$ cat src/rtl/tick_period_meter.sv
// Measures the interval between single-cycle ticks, reports it in max_cnt encoding,
// and flags lock when the period repeats and timeout when ticks stop.
module tick_period_meter #(
    parameter int unsigned CNT_W    = 8,
    parameter int unsigned LOCK_CNT = 4
) (
    input  logic             clk,
    input  logic             reset_n,
    input  logic             enable,
    input  logic             tick_in,
    output logic [CNT_W-1:0] period,
    output logic             period_valid,
    output logic             locked,
    output logic             timeout
);

    typedef enum logic [1:0] {
        StArmed,
        StMeasure,
        StLocked
    } state_e;

    localparam logic [CNT_W-1:0] CntMax  = '1;
    localparam logic [3:0]       LockCnt = 4'(LOCK_CNT);

    state_e           state_q, state_d;
    logic [CNT_W-1:0] cnt_q, cnt_d;
    logic [3:0]       match_q, match_d;
    logic [CNT_W-1:0] period_q, period_d;
    logic             valid_q, valid_d;
    logic             locked_q, locked_d;
    logic             timeout_q, timeout_d;

    always_comb begin
        state_d   = state_q;
        match_d   = match_q;
        period_d  = period_q;
        valid_d   = 1'b0;
        timeout_d = timeout_q;
        if (tick_in) begin
            cnt_d = '0;
        end else if (cnt_q == CntMax) begin
            cnt_d = cnt_q;
        end else begin
            cnt_d = cnt_q + CNT_W'(1);
        end

        if (!enable) begin
            state_d   = StArmed;
            cnt_d     = '0;
            match_d   = '0;
            period_d  = '0;
            timeout_d = 1'b0;
        end else begin
            unique case (state_q)
                StArmed: begin
                    if (tick_in) begin
                        state_d   = StMeasure;
                        timeout_d = 1'b0;
                    end
                end
                StMeasure, StLocked: begin
                    if (tick_in) begin
                        period_d = cnt_q;
                        valid_d  = 1'b1;
                        // match_q == 0 marks the first measurement since arming
                        if (match_q == 4'd0 || cnt_q != period_q) begin
                            match_d = 4'd1;
                        end else if (match_q < LockCnt) begin
                            match_d = match_q + 4'd1;
                        end
                        state_d = (match_d == LockCnt) ? StLocked : StMeasure;
                    end else if (cnt_q == CntMax) begin
                        timeout_d = 1'b1;
                        state_d   = StArmed;
                        match_d   = '0;
                    end
                end
                default: state_d = StArmed;
            endcase
        end
        locked_d = (state_d == StLocked);
    end

    always_ff @(posedge clk or negedge reset_n) begin
        if (!reset_n) begin
            state_q   <= StArmed;
            cnt_q     <= '0;
            match_q   <= '0;
            period_q  <= '0;
            valid_q   <= 1'b0;
            locked_q  <= 1'b0;
            timeout_q <= 1'b0;
        end else begin
            state_q   <= state_d;
            cnt_q     <= cnt_d;
            match_q   <= match_d;
            period_q  <= period_d;
            valid_q   <= valid_d;
            locked_q  <= locked_d;
            timeout_q <= timeout_d;
        end
    end

    assign period       = period_q;
    assign period_valid = valid_q;
    assign locked       = locked_q;
    assign timeout      = timeout_q;

endmodule
$ cat config.mk
export PLATFORM = sky130hd
export DESIGN_NAME = tick_period_meter
export DESIGN_NICKNAME = d
export VERILOG_FILES = /design/src/rtl/tick_period_meter.sv
export SDC_FILE = /design/constraint.sdc
export NUM_CORES = 1
export LEC_CHECK = 0
export ABC_CLOCK_PERIOD_IN_PS = 2000
export CAP_MARGIN = 10
export CORE_MARGIN = 3
export CORE_UTILIZATION = 50
export CTS_CLUSTER_SIZE = 20
export DETAILED_ROUTE_END_ITERATION = 16
export GPL_TIMING_DRIVEN = 0
export HOLD_SLACK_MARGIN = 0.02
export PLACE_DENSITY_LB_ADDON = 0.15
export SYNTH_ARGS = -nofsm -noshare
export SYNTH_HDL_FRONTEND = slang
export SYNTH_SLANG_ARGS = --single-unit
$ cat constraint.sdc
create_clock -name clk -period 2 [get_ports clk]
set_clock_uncertainty 0.15 [all_clocks]
set_input_delay 0.3 -clock clk [delete_from_list [all_inputs] [get_ports clk]]
set_output_delay 0.3 -clock clk [all_outputs]
set_load 0.02 [all_outputs]
==> flow_metrics.env <==
export IMPL_initial_utilization=0.547
export IMPL_rsz0062_at_grt="yes"
export IMPL_setup_worst_path_start_class="flip-flop"
export IMPL_cp_arrival_ns=2.07
export IMPL_ctsHtreeMaxLevel=1
export IMPL_number_of_global_route_vias_before_repair=1098
export IMPL_post_dr_vias_cell=5.95
export IMPL_grt_start_max_net_pins=26
export IMPL_tritoncts="yes"
export IMPL_numClockSinks=25
export IMPL_slew_limit_headroom=0.693
export IMPL_root_buffer="sky130_fd_sc_hd__clkbuf_4"
export IMPL_post_route_util=0.671
export IMPL_synth_edf_count=0
export IMPL_hp_class="in2async"
export IMPL_outcome="complete, no violations"
export IMPL_slowest_stage="sky130_fd_sc_hd__dfrtp_1"
export IMPL_timing_final_crit_period_ns=1.97
export IMPL_routed_wirelength_mm=3.05
export IMPL_yosysSeqAreaShare=0.446
export IMPL_timing_critical_path_fanout_max=2
export IMPL_ys_ff_latch=25
export IMPL_drt_wirelength_per_cell_um=15.6
export IMPL_grt_first_pass_wirelength_mm=5.02
export IMPL_post_synth_mux_area_share=0.00713
export IMPL_seqCellArea_um2=628
export IMPL_crit_family="simple AND/OR/NAND/NOR gates"
export IMPL_post_synth_fa_ha_maj_area_fraction=0.0446
export IMPL_worst_setup_hold_path_clk_slew_ns=0.14
export IMPL_post_synth_xor_area_fraction=0.0686
export IMPL_slew_violations=0
export IMPL_dr_total_vias=1166
export IMPL_port_buffer_count=14
export IMPL_placement_cell_area_um2=1580
export IMPL_area_growth_syn_to_layout_pct=22.7
export IMPL_grt_util_all_layers=0.190
export IMPL_synth_cell_type_count=42
export IMPL_synthesis_yosys_warnings=0
export IMPL_grt_antenna_before_repair=0
export IMPL_worst_setup_path_end_kind="flip-flop"
export IMPL_drt_pass1_iterations=4
export IMPL_post_synth_cell_area_avg_um2=9.82
export IMPL_drt_iter0_drc=31
export IMPL_drive_gt1_frac=0.163
export IMPL_routabilityCongestion=0.838
export IMPL_timing_critical_path_required_ns=2.10
export IMPL_power_static_leakage_nw=0.843
export IMPL_die_y_um=59.0
export IMPL_cp_slowest_stage_delay_ns=0.43
export IMPL_place_hpwl_mm=2.11
export IMPL_floorplan_die_area_um2=3480
export IMPL_timing_final_setup_violations=0
export IMPL_insertedDiodeCount=0
export IMPL_vdd_ir_drop_worst_mv=0.432
export IMPL_worstSkewPairLatency_ns=0.32
export IMPL_max_clock_freq_mhz=507
export IMPL_whs_ns=0.125
export IMPL_holdBufCountCts=0
export IMPL_ordered_list_of_cells_on_the_worst_path="inv_2, ha_4, or3b_4, a221oi_4, nand4_1, a21boi_1"
export IMPL_fin_crit_sh=0.986
export IMPL_postSynth_topFlopCell="sky130_fd_sc_hd__dfrtp_1"
export IMPL_synth_top_family_by_area="simple AND/OR/NAND/NOR gates"
export IMPL_synth_compound_area_frac=0.184
export IMPL_syn_nets=152
export IMPL_multi_input_area_um2=785
export IMPL_cap_violations=0
export IMPL_floorplan_core_area_um2=2570
export IMPL_cell_area_power_density_nw_per_um2=511
export IMPL_asyncSetResetFlopFracSynth=1.00
export IMPL_finalNetCount=176
export IMPL_core_rowCount=18
export IMPL_die_w_um=59.0
export IMPL_antenna_left=0
export IMPL_synthesis_area_um2=1400
export IMPL_syn_instance_count=143
export IMPL_post_route_cell_area_um2=1720
export IMPL_layout_filler_cells=209
export IMPL_grt_remaining_overflow=0
export IMPL_clock_tree_buffer_depth=2
export IMPL_tightestPinTransition_ns=0.458
export IMPL_finalHoldViolCount=0
export IMPL_tritoncts_num_buffers=3
export IMPL_worst_setup_path_type="reg2reg"
export IMPL_io_pins=15
export IMPL_total_power_mw=0.881
export IMPL_timing_critical_path_buf_inv=1
export IMPL_synthSimpleGateAreaFrac=0.216
export IMPL_remaining_drc_errors=0
[report_power, final]
part	switching, mW	internal [mW]
Clock	0.152	0.0781
Sequential	0.00828	0.514
Combinational	0.0764	0.0521
[timing repair]
action	CTS	global route
setup buffers	2	2
resized for setup	2	11
gates cloned	0	0
setup endpoints to repair	4	10
pin swaps	3	4
[path summary, 6_finish.rpt]
kind	to	start	slack (ns)	cells after the start
worst min register to register	period[0]	period[0]	0.42	2
worst max register to register	locked	match_q[1]	0.03	6
worst min-delay path	period[0]	reset_n	0.12	1
max in group asynchronous	match_q[1]	reset_n	1.13	2
worst max-delay path	locked	match_q[1]	0.03	6
min in group clk	period[0]	period[0]	0.42	2
[metal layers]
layer	GRT usage	wire length (um)	up-vias
met4	0.0712	57	0
met1	0.247	1440	584
met5	0	0	-
li1	-	-	550
met2	0.325	1460	25
met3	0.0196	98	7
[cell usage in the layout (no fill, tap or decap), drive strengths merged, types with 2 or more instances in the layout]
cell type,synthesis,final
inv,7,7
nand3,4,4
o21ai,4,4
nor4,2,2
a21boi,10,10
o211ai,2,2
a31oi,2,2
a21oi,3,3
o2bb2ai,2,2
nand2,23,23
nand4,5,5
clkdlybuf4s50,0,14
o22ai,2,2
buf,2,7
and3,2,2
xor2,10,10
clkbuf,3,7
ha,5,5
dfrtp,25,25
nor2,10,10
[worst reg2reg max path, cell delays in order (launching register included)]
cell                       delay (ns)
sky130_fd_sc_hd__dfrtp_1         0.43
sky130_fd_sc_hd__inv_2           0.09
sky130_fd_sc_hd__ha_4            0.20
sky130_fd_sc_hd__or3b_4          0.39
sky130_fd_sc_hd__a221oi_4        0.31
sky130_fd_sc_hd__nand4_1         0.16
sky130_fd_sc_hd__a21boi_1        0.19
[cell type report]
type / count / share of cell area
buffer: 5 / 0.0131
clock buffer: 4 / 0.0153
inverter: 7 / 0.0153
multi-input combinational: 106 / 0.455
sequential: 25 / 0.365
tap: 30 / 0.0218
timing repair buffer: 19 / 0.115
[per-stage QoR]
stage | setup WS, ns | instances | setup TNS (ns)
2_1_floorplan | 0.0655 | 143 | 0
3_3_place_gp | -0.0767 | 187 | -0.102
3_5_place_dp | -0.114 | 187 | -0.252
4_1_cts | 0.00506 | 193 | 0
5_1_grt | -0.0354 | 196 | -0.0354
6_report | 0.0271 | 196 | 0
[state kept, by name (all words and copies together), names as in the netlist]
register,count
cnt_q,8
period,8
match_q,4
state_q,2
locked,1
period_valid,1
timeout,1
[logic make-up (layout without fill, tap and decap cells)]
logic type                 Yosys count  in the layout
AOI/OAI and AO/OA                   34             34
xor gates and xnor gates            11             11
muxes                                1              1
DFF                                 25             25
buffers and inverters               12             35
and+or+nand+nor                     55             55
adders and majority gates            5              5
[synthesized netlist by cell type (all sizes together) (2+ instances only)]
master / number / area share
a31oi: 2 / 0.0089
nor4: 2 / 0.030
clkbuf: 3 / 0.0089
ha: 5 / 0.045
o21ai: 4 / 0.014
buf: 2 / 0.0071
nand4: 5 / 0.022
a21oi: 3 / 0.011
xor2: 10 / 0.062
dfrtp: 25 / 0.45
nand3: 4 / 0.014
o22ai: 2 / 0.0089
a21boi: 10 / 0.053
nand2: 23 / 0.061
o211ai: 2 / 0.014
and3: 2 / 0.0089
nor2: 10 / 0.027
inv: 7 / 0.019
o2bb2ai: 2 / 0.012
Note: power is estimated with default switching activity, not from simulation.
